### src/rtl/clkdiv_multi.sv
// clkdiv_multi: multi-channel fractional clock-enable generator (freq strobes per fref clocks).
// Optional macro CLKDIV_SYNC_EN enables the common `sync` phase-align strobe.
module clkdiv_multi #(
   parameter int unsigned CHANNELS = 3,
   parameter int unsigned WIDTH    = 16
) (
   input  logic                      clock,
   input  logic                      reset_n,
   input  logic [CHANNELS-1:0]       active,
   input  logic [CHANNELS-1:0]       load,
   input  logic [CHANNELS*WIDTH-1:0] freq,
   input  logic [CHANNELS*WIDTH-1:0] fref,
   input  logic                      sync,
   output logic [CHANNELS-1:0]       hold,
   output logic [CHANNELS-1:0]       busy
);

   localparam int unsigned ACC_W = WIDTH + 1;

`ifdef CLKDIV_SYNC_EN
   logic sync_c;
   assign sync_c = sync;
`else
   // Sync disabled: the input is tied off and its clearing logic folds away.
   logic unused_sync;
   logic sync_c;
   assign unused_sync = sync;
   assign sync_c      = 1'b0;
`endif

   for (genvar i = 0; i < CHANNELS; i++) begin : g_ch
      logic [WIDTH-1:0] f_q, f_d;
      logic [WIDTH-1:0] r_q, r_d;
      logic [ACC_W-1:0] acc_q, acc_d;
      logic [ACC_W-1:0] n_c;
      logic             hold_q, hold_d;
      logic             busy_q, busy_d;

      // Sum is one bit wider than the operands, so it never wraps.
      assign n_c = acc_q + ACC_W'(f_q);

      // Priority: load, then sync, then stepping; inactive freezes phase.
      always_comb begin
         f_d    = f_q;
         r_d    = r_q;
         acc_d  = acc_q;
         hold_d = 1'b0;
         busy_d = active[i] & (r_q != '0) & (f_q != '0);
         if (load[i]) begin
            f_d   = freq[i*WIDTH +: WIDTH];
            r_d   = fref[i*WIDTH +: WIDTH];
            acc_d = '0;
         end else if (sync_c) begin
            acc_d = '0;
         end else if (active[i]) begin
            if (r_q == '0) begin
               acc_d = '0;
            end else if (f_q >= r_q) begin
               acc_d  = '0;
               hold_d = 1'b1;
            end else if (n_c >= ACC_W'(r_q)) begin
               acc_d  = n_c - ACC_W'(r_q);
               hold_d = 1'b1;
            end else begin
               acc_d = n_c;
            end
         end
      end

      always_ff @(posedge clock or negedge reset_n) begin
         if (!reset_n) begin
            f_q    <= '0;
            r_q    <= '0;
            acc_q  <= '0;
            hold_q <= 1'b0;
            busy_q <= 1'b0;
         end else begin
            f_q    <= f_d;
            r_q    <= r_d;
            acc_q  <= acc_d;
            hold_q <= hold_d;
            busy_q <= busy_d;
         end
      end

      assign hold[i] = hold_q;
      assign busy[i] = busy_q;
   end

endmodule

### config.mk
export PLATFORM = sky130hd
export DESIGN_NAME = clkdiv_multi
export DESIGN_NICKNAME = d
export VERILOG_FILES = /design/src/rtl/clkdiv_multi.sv
export SDC_FILE = /design/constraint.sdc
export NUM_CORES = 1
export LEC_CHECK = 0
export BUFFER_PORTS_ARGS = -buffer_cell sky130_fd_sc_hd__buf_2
export CAP_MARGIN = 25
export CORE_MARGIN = 4
export CORE_UTILIZATION = 50
export DETAILED_ROUTE_END_ITERATION = 6
export GPL_ROUTABILITY_DRIVEN = 0
export PLACE_DENSITY = 0.68
export SYNTH_ARGS = -nofsm -noshare
export SYNTH_HDL_FRONTEND = slang
export SYNTH_SLANG_ARGS = --single-unit
export TNS_END_PERCENT = 30
### constraint.sdc
create_clock -name clock -period 7 [get_ports clock]
set_clock_uncertainty 0.2 [all_clocks]
set_input_delay 1.05 -clock clock [delete_from_list [all_inputs] [get_ports clock]]
set_output_delay 1.05 -clock clock [all_outputs]
set_load 0.01 [all_outputs]
==> results by group, run 1 <==
Final layout
  – Area growth syn-to-layout: 12.1%
  – Final Util: a little under three fifths
  – Diode count: 0
  – Post-route cell area: approximately 0.013 mm^2
  – Nets: roughly 1600
  – Ratio of cells with drive above 1 in the final layout: between 10% and 20%

Global routing
  – First-pass GRT wire length: about 50 mm
  – Grt total ovfl: 0
  – Largest net degree at the start of global routing: 87
  – Initial antenna violation count: 0
  – Vias in the first global route: approximately 9700
  – GR Util All Layers: between 20% and 30%

Worst hold path
  – Hold Crit Class: flip-flop to flip-flop
  – Hold Path Cell Cnt: 2

Clock tree
  – Root Buffer: clkbuf_16
  – TritonCTS clock tree: built
  – Clk Latency, worst-skew pair: approximately 0.44 ns
  – H-tree Lvls: 4
  – Post-CTS Setup Inserts: 0
  – Clock buffer depth: 2
  – Reg clk slew, reported paths: 0.07 ns
  – CTS Hold Bufs: 0
  – Cts bufs inserted: 17
  – Clk sinks: between 150 and 200
  – Post-CTS sizing: 0

Worst setup path
  – Critical path depth in cells: 20
  – CP max-delay cell: dfrtp_1
  – Setup CP Type: flip-flop to flip-flop
  – CP peak stage delay: 0.42 ns
  – Reg2reg path depth: 20
  – CP most frequent cell: a21o_1
  – Top delay family on crit path: compound AO/OA/AOI/OAI gates
  – CP startpoint kind: flip-flop
  – R2R setup slack: 1.78 ns
  – Crit path buf inv count: 1
  – Crit path DAT: roughly 5.3 ns
  – Critical path capture point type: flip-flop
  – Worst Path Max Fanout: 18
  – Required time of the critical path: about 7.1 ns
  – Critical Path, Cell by Cell: ha_1, inv_1, fa_1, nor2b_4, o31a_1, o41ai_4, o21bai_1, a21o_1, a21oi_1, xnor2_1, ha_1, a21o_1, a21o_1, a21oi_2, o211ai_1, or3_1, a221oi_4, nand2b_4, nor2b_4, a221o_1

Floorplan
  – I/O pin cnt: around 110
  – Initial Util: roughly half
  – Die height: approximately 160 um
  – Die width: roughly 160 um
  – Site Rows: between 50 and 60
  – Full die area: around 0.026 mm^2
  – Core ar.: around 0.023 mm^2

STA
  – Slew Limit Fails: 0
  – F_max: 192 MHz
  – Max-Slew Margin vs Limit: 42.0%
  – Final hold vios: 0
  – RSZ-0062 raised after global routing: false
  – TNS Setup: 0 ns
  – Final Cycle Share: between 70% and 80%
  – Post-route setup slack: between 1.5 and 2 ns
  – Final setup vio count: 0
  – Period minus WS final: between 5 and 6 ns
  – Worst Tran Pin Value: 0.870 ns

Pwr
  – Clock Power Share: 14.7%
  – Sequential share of power: between 10% and 20%
  – Power Internal: approximately 3.4 mW
  – Switching Fraction: about 46%
  – Power density over cell area: between 400 and 500 mW/mm^2
  – Comb power frac: between 60% and 70%
  – VDD IR max: around 0.00027 V
  – Leak Pwr: approximately 6.3 nW
  – Switching pwr: approximately 2.9 mW

Place
  – Placed cell areas: approximately 0.013 mm^2
  – DP HPWL: 22.0 mm
  – Buffers added on ports: between 100 and 150
  – Dpl ws: 1.78 ns

Logic synthesis
  – Flip-flop and latch count after synthesis: 153
  – Post-synth EDFFs: 0
  – Mapped Avg Cell Area: around 9.2 um^2
  – Net count after synthesis: around 1500
  – Synth Flop Type: dfrtp_1
  – Fraction of registers with async set/reset: 100%
  – Register area share after synthesis: between 30% and 40%
  – Post-synthesis cell area: about 0.012 mm^2
  – Synth top area share: 32.7%
  – Yosys top cell by area: dfrtp_1
  – Number of library cell types mapped by synthesis: 69
  – Top post-synthesis cells by area: dfrtp_1 (33%), ha_1 (15%), o21ai_0 (5.8%)
  – Mapped Cells: ~1300
  – Yosys warns: 0

Run status
  – Status: finished, final reports clean

Route
  – DR iter-0 viols: a little under 600
  – Vias/cell: roughly 5.7
  – Via Count: slightly below 10000
  – DRC: 0
  – Final ANT Viol Nets: 0
  – TritonRoute pass-1 iters: 6
  – Drt total wl: ~29 mm
  – Avg WL per Cell: about 17 um

Run
  – Maxcap violations: 0
kinds of logic (layout without fill, tap and decap cells):
| logic type | Yosys count | in the layout | share of synthesized area (%) |
|---|---|---|---|
| buf+inv | 123 | 237 | 4.32 |
| fa+ha+maj | 150 | 150 | 16.4 |
| xor+xnor | 76 | 76 | 5.68 |
| simple gates | 306 | 306 | 12.4 |
| mux | 83 | 83 | 7.64 |
| compound gates | 382 | 382 | 20.9 |
| flops | 153 | 153 | 32.7 |
layout make-up:
cell class	instances	area (um^2)
repair buffers	117	619
fillers	2076	9720
clock buffers	17	425
well taps	313	392
multi-input cells	997	7380
flip-flops and latches	153	3830
inverters	88	330
clock inverters	15	156
Yosys cell counts (all sizes together) (7+ instances only):
| master | number |
|---|---|
| buf | 15 |
| xnor2 | 54 |
| ha | 144 |
| nor3 | 10 |
| nand3 | 21 |
| dfrtp | 153 |
| mux2i | 35 |
| nor4 | 24 |
| a21oi | 83 |
| o21bai | 12 |
| clkbuf | 20 |
| inv | 88 |
| nor2 | 51 |
| a21o | 40 |
| o21ai | 139 |
| mux2 | 48 |
| nand2 | 131 |
| a211oi | 8 |
| nand4 | 11 |
| o21a | 23 |
| xor2 | 22 |
| nor2b | 16 |
| nand2b | 17 |
| o31ai | 7 |
| o211ai | 10 |
registers in the layout, indices dropped and copies added, names as in the netlist:
| name | flops |
|---|---|
| g_ch.busy_q | 3 |
| g_ch.f_q | 48 |
| g_ch.r_q | 48 |
| g_ch.hold_q | 3 |
| g_ch.acc_q | 51 |
per-layer routing:
metal  vias to the layer above  global-route usage (%)  wire, um
met1                      4603                    32.2     14100
met2                       190                    37.1     13200
li1                       4812                       -         -
met5                         -                       0         0
met3                        39                    3.52      1210
met4                         0                    6.05       515
layout by cell type, fill, tap and decap left out, types with 24 or more instances in the layout:
master,count
nor2_1,50
dfrtp_1,153
nand2_1,131
o21ai_0,135
mux2i_1,35
a21oi_1,82
a21o_1,40
inv_1,88
mux2_2,47
buf_2,108
ha_1,144
nor4_1,24
xnor2_1,54
worst register-to-register path: stages (launching register included):
cell and delay, ns:
dfrtp_1 0.42, ha_1 0.23, inv_1 0.07, fa_1 0.27, nor2b_4 0.06, o31a_1 0.30
o41ai_4 0.31, o21bai_1 0.14, a21o_1 0.19, a21oi_1 0.16, xnor2_1 0.17, ha_1 0.34
a21o_1 0.20, a21o_1 0.18, a21oi_2 0.20, o211ai_1 0.11, or3_1 0.40, a221oi_4 0.35
nand2b_4 0.26, nor2b_4 0.20, a221o_1 0.34
path summary, 6_finish.rpt:
path,startpoint,endpoint
max,g_ch[2].f_q[0],g_ch[2].acc_q[15]
min,g_ch[0].acc_q[3],g_ch[0].acc_q[3]
max reg2reg,g_ch[2].f_q[0],g_ch[2].acc_q[15]
min reg2reg,g_ch[0].acc_q[3],g_ch[0].acc_q[3]
max in group asynchronous,reset_n,g_ch[1].r_q[11]
min in group asynchronous,reset_n,g_ch[0].acc_q[5]
per-stage QoR:
stage                     power [mW]  hold slack (ns)  cells
final                           6.31            0.285   1700
after global routing            6.90            0.304   1700
after CTS                       6.27            0.289   1699
after detailed placement        5.30            0.274   1667
after global placement          5.24            0.268   1667
after floorplan                 4.56            0.254   1273
power groups by stage:
stage	registers [mW]	clock network [mW]	logic [mW]
2_1_floorplan	1.16	0	3.40
3_3_place_gp	1.21	0	4.03
3_5_place_dp	1.21	0	4.09
4_1_cts	1.20	0.948	4.13
5_1_grt	1.22	0.987	4.70
6_report	1.20	0.931	4.19
Note: power is estimated with default switching activity, not from simulation.
==> inputs of run 2 (changes only) <==
Settings changed: PLACE_DENSITY 0.68 to 0.71.
Clock period 7 ns to 4.45 ns, I/O delays scaled along.
==> run 2 against run 1 <==
Global-route usage is 0.75 points higher. Cell count increased by 4.1%. Via count increased by 4.6%. Clock-buffer cell count stayed put. Clock power is 58% higher. The run now ends with negative setup slack left.
==> results by group, run 2 (synthesis gave the netlist of run 1 again) <==
Floorplan
  – I/O pin cnt: 111 (unchanged)
  – Die height: 161 um (unchanged)
  – Die width: 161 um (unchanged)
  – Core ar.: 0.0228 mm^2 (unchanged)
  – Initial Util: 51.3% (unchanged)
  – Full die area: 0.0259 mm^2 (unchanged)
  – Site Rows: 55 (unchanged)

Worst setup path
  – Reg2reg path depth: 21 (+5.0%)
  – Reg-to-Reg Start: g_ch[2].f_q[0]
  – CP max-delay cell: dfrtp_1
  – Setup CP Type: flip-flop to flip-flop
  – Critical Path, Cell by Cell: ha_2, inv_2, fa_2, nor2b_4, o31a_1, o41ai_4, o21bai_1, a21o_1, a21oi_2, xnor2_2, ha_1, a21o_1, a21o_1, a21oi_2, o211ai_1, or3_4, a221oi_4, nand2b_4, buf_12, mux2_4, o21ai_1
  – CP startpoint kind: flip-flop
  – Required time of the critical path: 4.62 ns (-2.50 ns)
  – Crit path buf inv count: 2 (+1)
  – Worst Path Max Fanout: 11 (-7)
  – CP peak stage delay: 0.39 ns (-0.03 ns)
  – CP most frequent cell: a21o_1
  – Critical path capture point type: flip-flop
  – R2R setup slack: -0.19 ns (-1.97 ns)
  – Crit path DAT: 4.81 ns (-0.53 ns)
  – Top delay family on crit path: compound AO/OA/AOI/OAI gates
  – Reg-to-reg endpoint: g_ch[2].acc_q[0]

Route
  – Top Layer Used: met4
  – Met3 WL post-DR: 1.31 mm (+8.4%)
  – Avg WL per Cell: 17.3 um (+1.1%)
  – DRC: 0 (unchanged)
  – Met1 wire length: 14.0 mm (-0.51%)
  – TritonRoute pass-1 iters: 5 (-1)
  – Routed length on met2: 14.4 mm (+8.5%)
  – Drt total wl: 30.6 mm (+5.2%)
  – DR iter-0 viols: 626 (+6.8%)
  – Via Count: 10100 (+4.6%)
  – Final ANT Viol Nets: 0 (unchanged)
  – Vias/cell: 5.70 (+0.48%)

STA
  – F_max: 216 MHz (+13%)
  – Worst Tran Pin Value: 0.933 ns (+0.0625 ns)
  – Final setup vio count: 17 (+17)
  – Hold WS: 0.232 ns (-0.0522 ns)
  – Max-Slew Margin vs Limit: 37.8% (-4.2 points)
  – Final hold vios: 0 (unchanged)
  – Post-route setup slack: -0.189 ns (-1.97 ns)
  – Final Cycle Share: 104% (+30 points)
  – Period minus WS final: 4.64 ns (-0.582 ns)
  – TNS Setup: -1.65 ns (-1.65 ns)
  – Slew Limit Fails: 0 (unchanged)
  – RSZ-0062 raised after global routing: true

Final layout
  – Largest regs: g_ch.acc_q x51, g_ch.f_q x48, g_ch.r_q x48
  – Commonest cells after routing, fill and taps aside: dfrtp_1 (153), ha_1 (141), nand2_1 (131)
  – Reg with most FFs: g_ch.acc_q
  – Most common cell after layout, fill and taps aside: dfrtp_1
  – Area growth syn-to-layout: 18.5%
  – Ratio of cells with drive above 1 in the final layout: 21.8% (+6.2 points)
  – Diode count: 0 (unchanged)
  – Filler cells: 2013 (-3.0%)
  – Largest register FFs: 51 (unchanged)
  – Nets: 1698 (+4.2%)

Clock tree
  – Cts bufs inserted: 17 (unchanged)
  – H-tree Lvls: 4 (unchanged)
  – Clk sinks: 153 (unchanged)
  – TritonCTS clock tree: built
  – Reg clk slew, reported paths: 0.08 ns (about the same)
  – Root Buffer: clkbuf_16
  – Clk Latency, worst-skew pair: 0.44 ns (about the same)
  – Clock buffer depth: 2 (unchanged)

Pwr
  – Power Internal: 6.03 mW (+76%)
  – Switching Fraction: 44.5% (-1.1 points)
  – Leak Pwr: 6.70 nW (+6.3%)
  – Comb power frac: 69.2% (+2.9 points)
  – VDD IR max: 0.000406 V (+53%)
  – Power density over cell area: 783 mW/mm^2 (+63%)
  – Switching pwr: 4.83 mW (+68%)
  – Sequential share of power: 17.3% (-1.7 points)
  – Clock Power Share: 13.5% (-1.2 points)

Global routing
  – GR Util All Layers: 23.6% (+0.75 points)
  – First-pass GRT wire length: 49.9 mm (+2.0%)
  – Vias in the first global route: 10100 (+4.4%)
  – Initial antenna violation count: 0 (unchanged)
  – Grt total ovfl: 0 (unchanged)
  – Largest net degree at the start of global routing: 101 (+16%)

Worst hold path
  – Worst Hold Launch: fref[43]
  – Hold Path Sink: g_ch[2].r_q[11]
  – Hold Crit Class: primary input to flip-flop
  – Hold Path Cell Cnt: 3 (+1)

Place
  – DP HPWL: 23.1 mm (+5.1%)
  – Buffers added on ports: 109 (unchanged)

Run status
  – Status: finished with violations
  – Failing checks: negative setup slack

Run
  – Maxcap violations: 0 (unchanged)
-- run 2: cell count changes in the layout (fill, tap and decap cells not counted), moves of 7 or more --
cell / previous run / this run
buf_4: 7 / 69
o21ai_0: 135 / 127
a21oi_1: 82 / 75
a21oi_2: 1 / 8
o21ai_1: 3 / 10
-- run 2: final cells by class --
| cell class | instances | area, um^2 | share of cell area, % |
|---|---|---|---|
| Timing Repair Buffer | 186 | 1200 | 8.65 |
| Multi-Input combinational cell | 997 | 7550 | 54.4 |
| Sequential cell | 153 | 3830 | 27.6 |
| Tap cell | 313 | 392 | 2.82 |
| Clock inverter | 15 | 154 | 1.11 |
| Clock buffer | 17 | 425 | 3.06 |
| Inverter | 88 | 330 | 2.38 |
-- run 2: timing repair --
item                       in CTS  in global routing
buffers inserted                6                  7
gates resized for setup         9                 33
setup endpoints to repair      33                 53
hold buffers                    0                  1
hold endpoints to repair        0                  4
pin swaps                       4                 13
-- run 2: how the worst max path moves through the flow --
stage	startpoint	endpoint	slack (ns)	cells after the start
3_3_place_gp	g_ch[2].f_q[0]	g_ch[2].acc_q[0]	-0.15	21
2_1_floorplan	g_ch[2].f_q[0]	g_ch[2].acc_q[15]	-0.11	21
5_1_grt	g_ch[2].f_q[0]	g_ch[2].acc_q[0]	-0.40	21
6_report	g_ch[2].f_q[0]	g_ch[2].acc_q[0]	-0.19	21
4_1_cts	g_ch[2].f_q[0]	g_ch[2].acc_q[0]	-0.19	21
3_5_place_dp	g_ch[2].f_q[0]	g_ch[2].acc_q[0]	-0.21	21
-- run 2: power groups by stage --
stage               Clock (mW)  Sequential (mW)  Combinational [mW]
floorplan                    0             1.83                5.39
global placement             0             1.88                6.83
detailed placement           0             1.89                6.96
CTS                       1.49             1.87                7.20
global route              1.56             1.91                8.29
finish                    1.47             1.88                7.52
-- run 2: routing by layer --
layer,vias up,GRT usage (%)
met5,-,0
met2,241,38.9
met3,64,3.85
li1,4950,-
met1,4829,31.5
met4,0,8.96
-- run 2: worst reg2reg max path, stage by stage (launching register included) --
cell and delay, ns:
dfrtp_1 0.39, ha_2 0.20, inv_2 0.05, fa_2 0.22, nor2b_4 0.05, o31a_1 0.28
o41ai_4 0.26, o21bai_1 0.13, a21o_1 0.20, a21oi_2 0.16, xnor2_2 0.14, ha_1 0.27
a21o_1 0.18, a21o_1 0.18, a21oi_2 0.17, o211ai_1 0.11, or3_4 0.36, a221oi_4 0.34
nand2b_4 0.10, buf_12 0.16, mux2_4 0.30, o21ai_1 0.11
-- run 2: metrics by stage --
stage / cells / utilization, % / power, mW / instance area [um^2] / setup slack [ns]
after floorplan: 1273 / - / 7.22 / 11700 / -0.113
after global placement: 1722 / 56.9 / 8.72 / 13000 / -0.147
after detailed placement: 1722 / 56.9 / 8.86 / 13000 / -0.213
after CTS: 1760 / 59.8 / 10.6 / 13700 / -0.185
after global routing: 1769 / 60.8 / 11.8 / 13900 / -0.398
final: 1769 / 60.8 / 10.9 / 13900 / -0.189
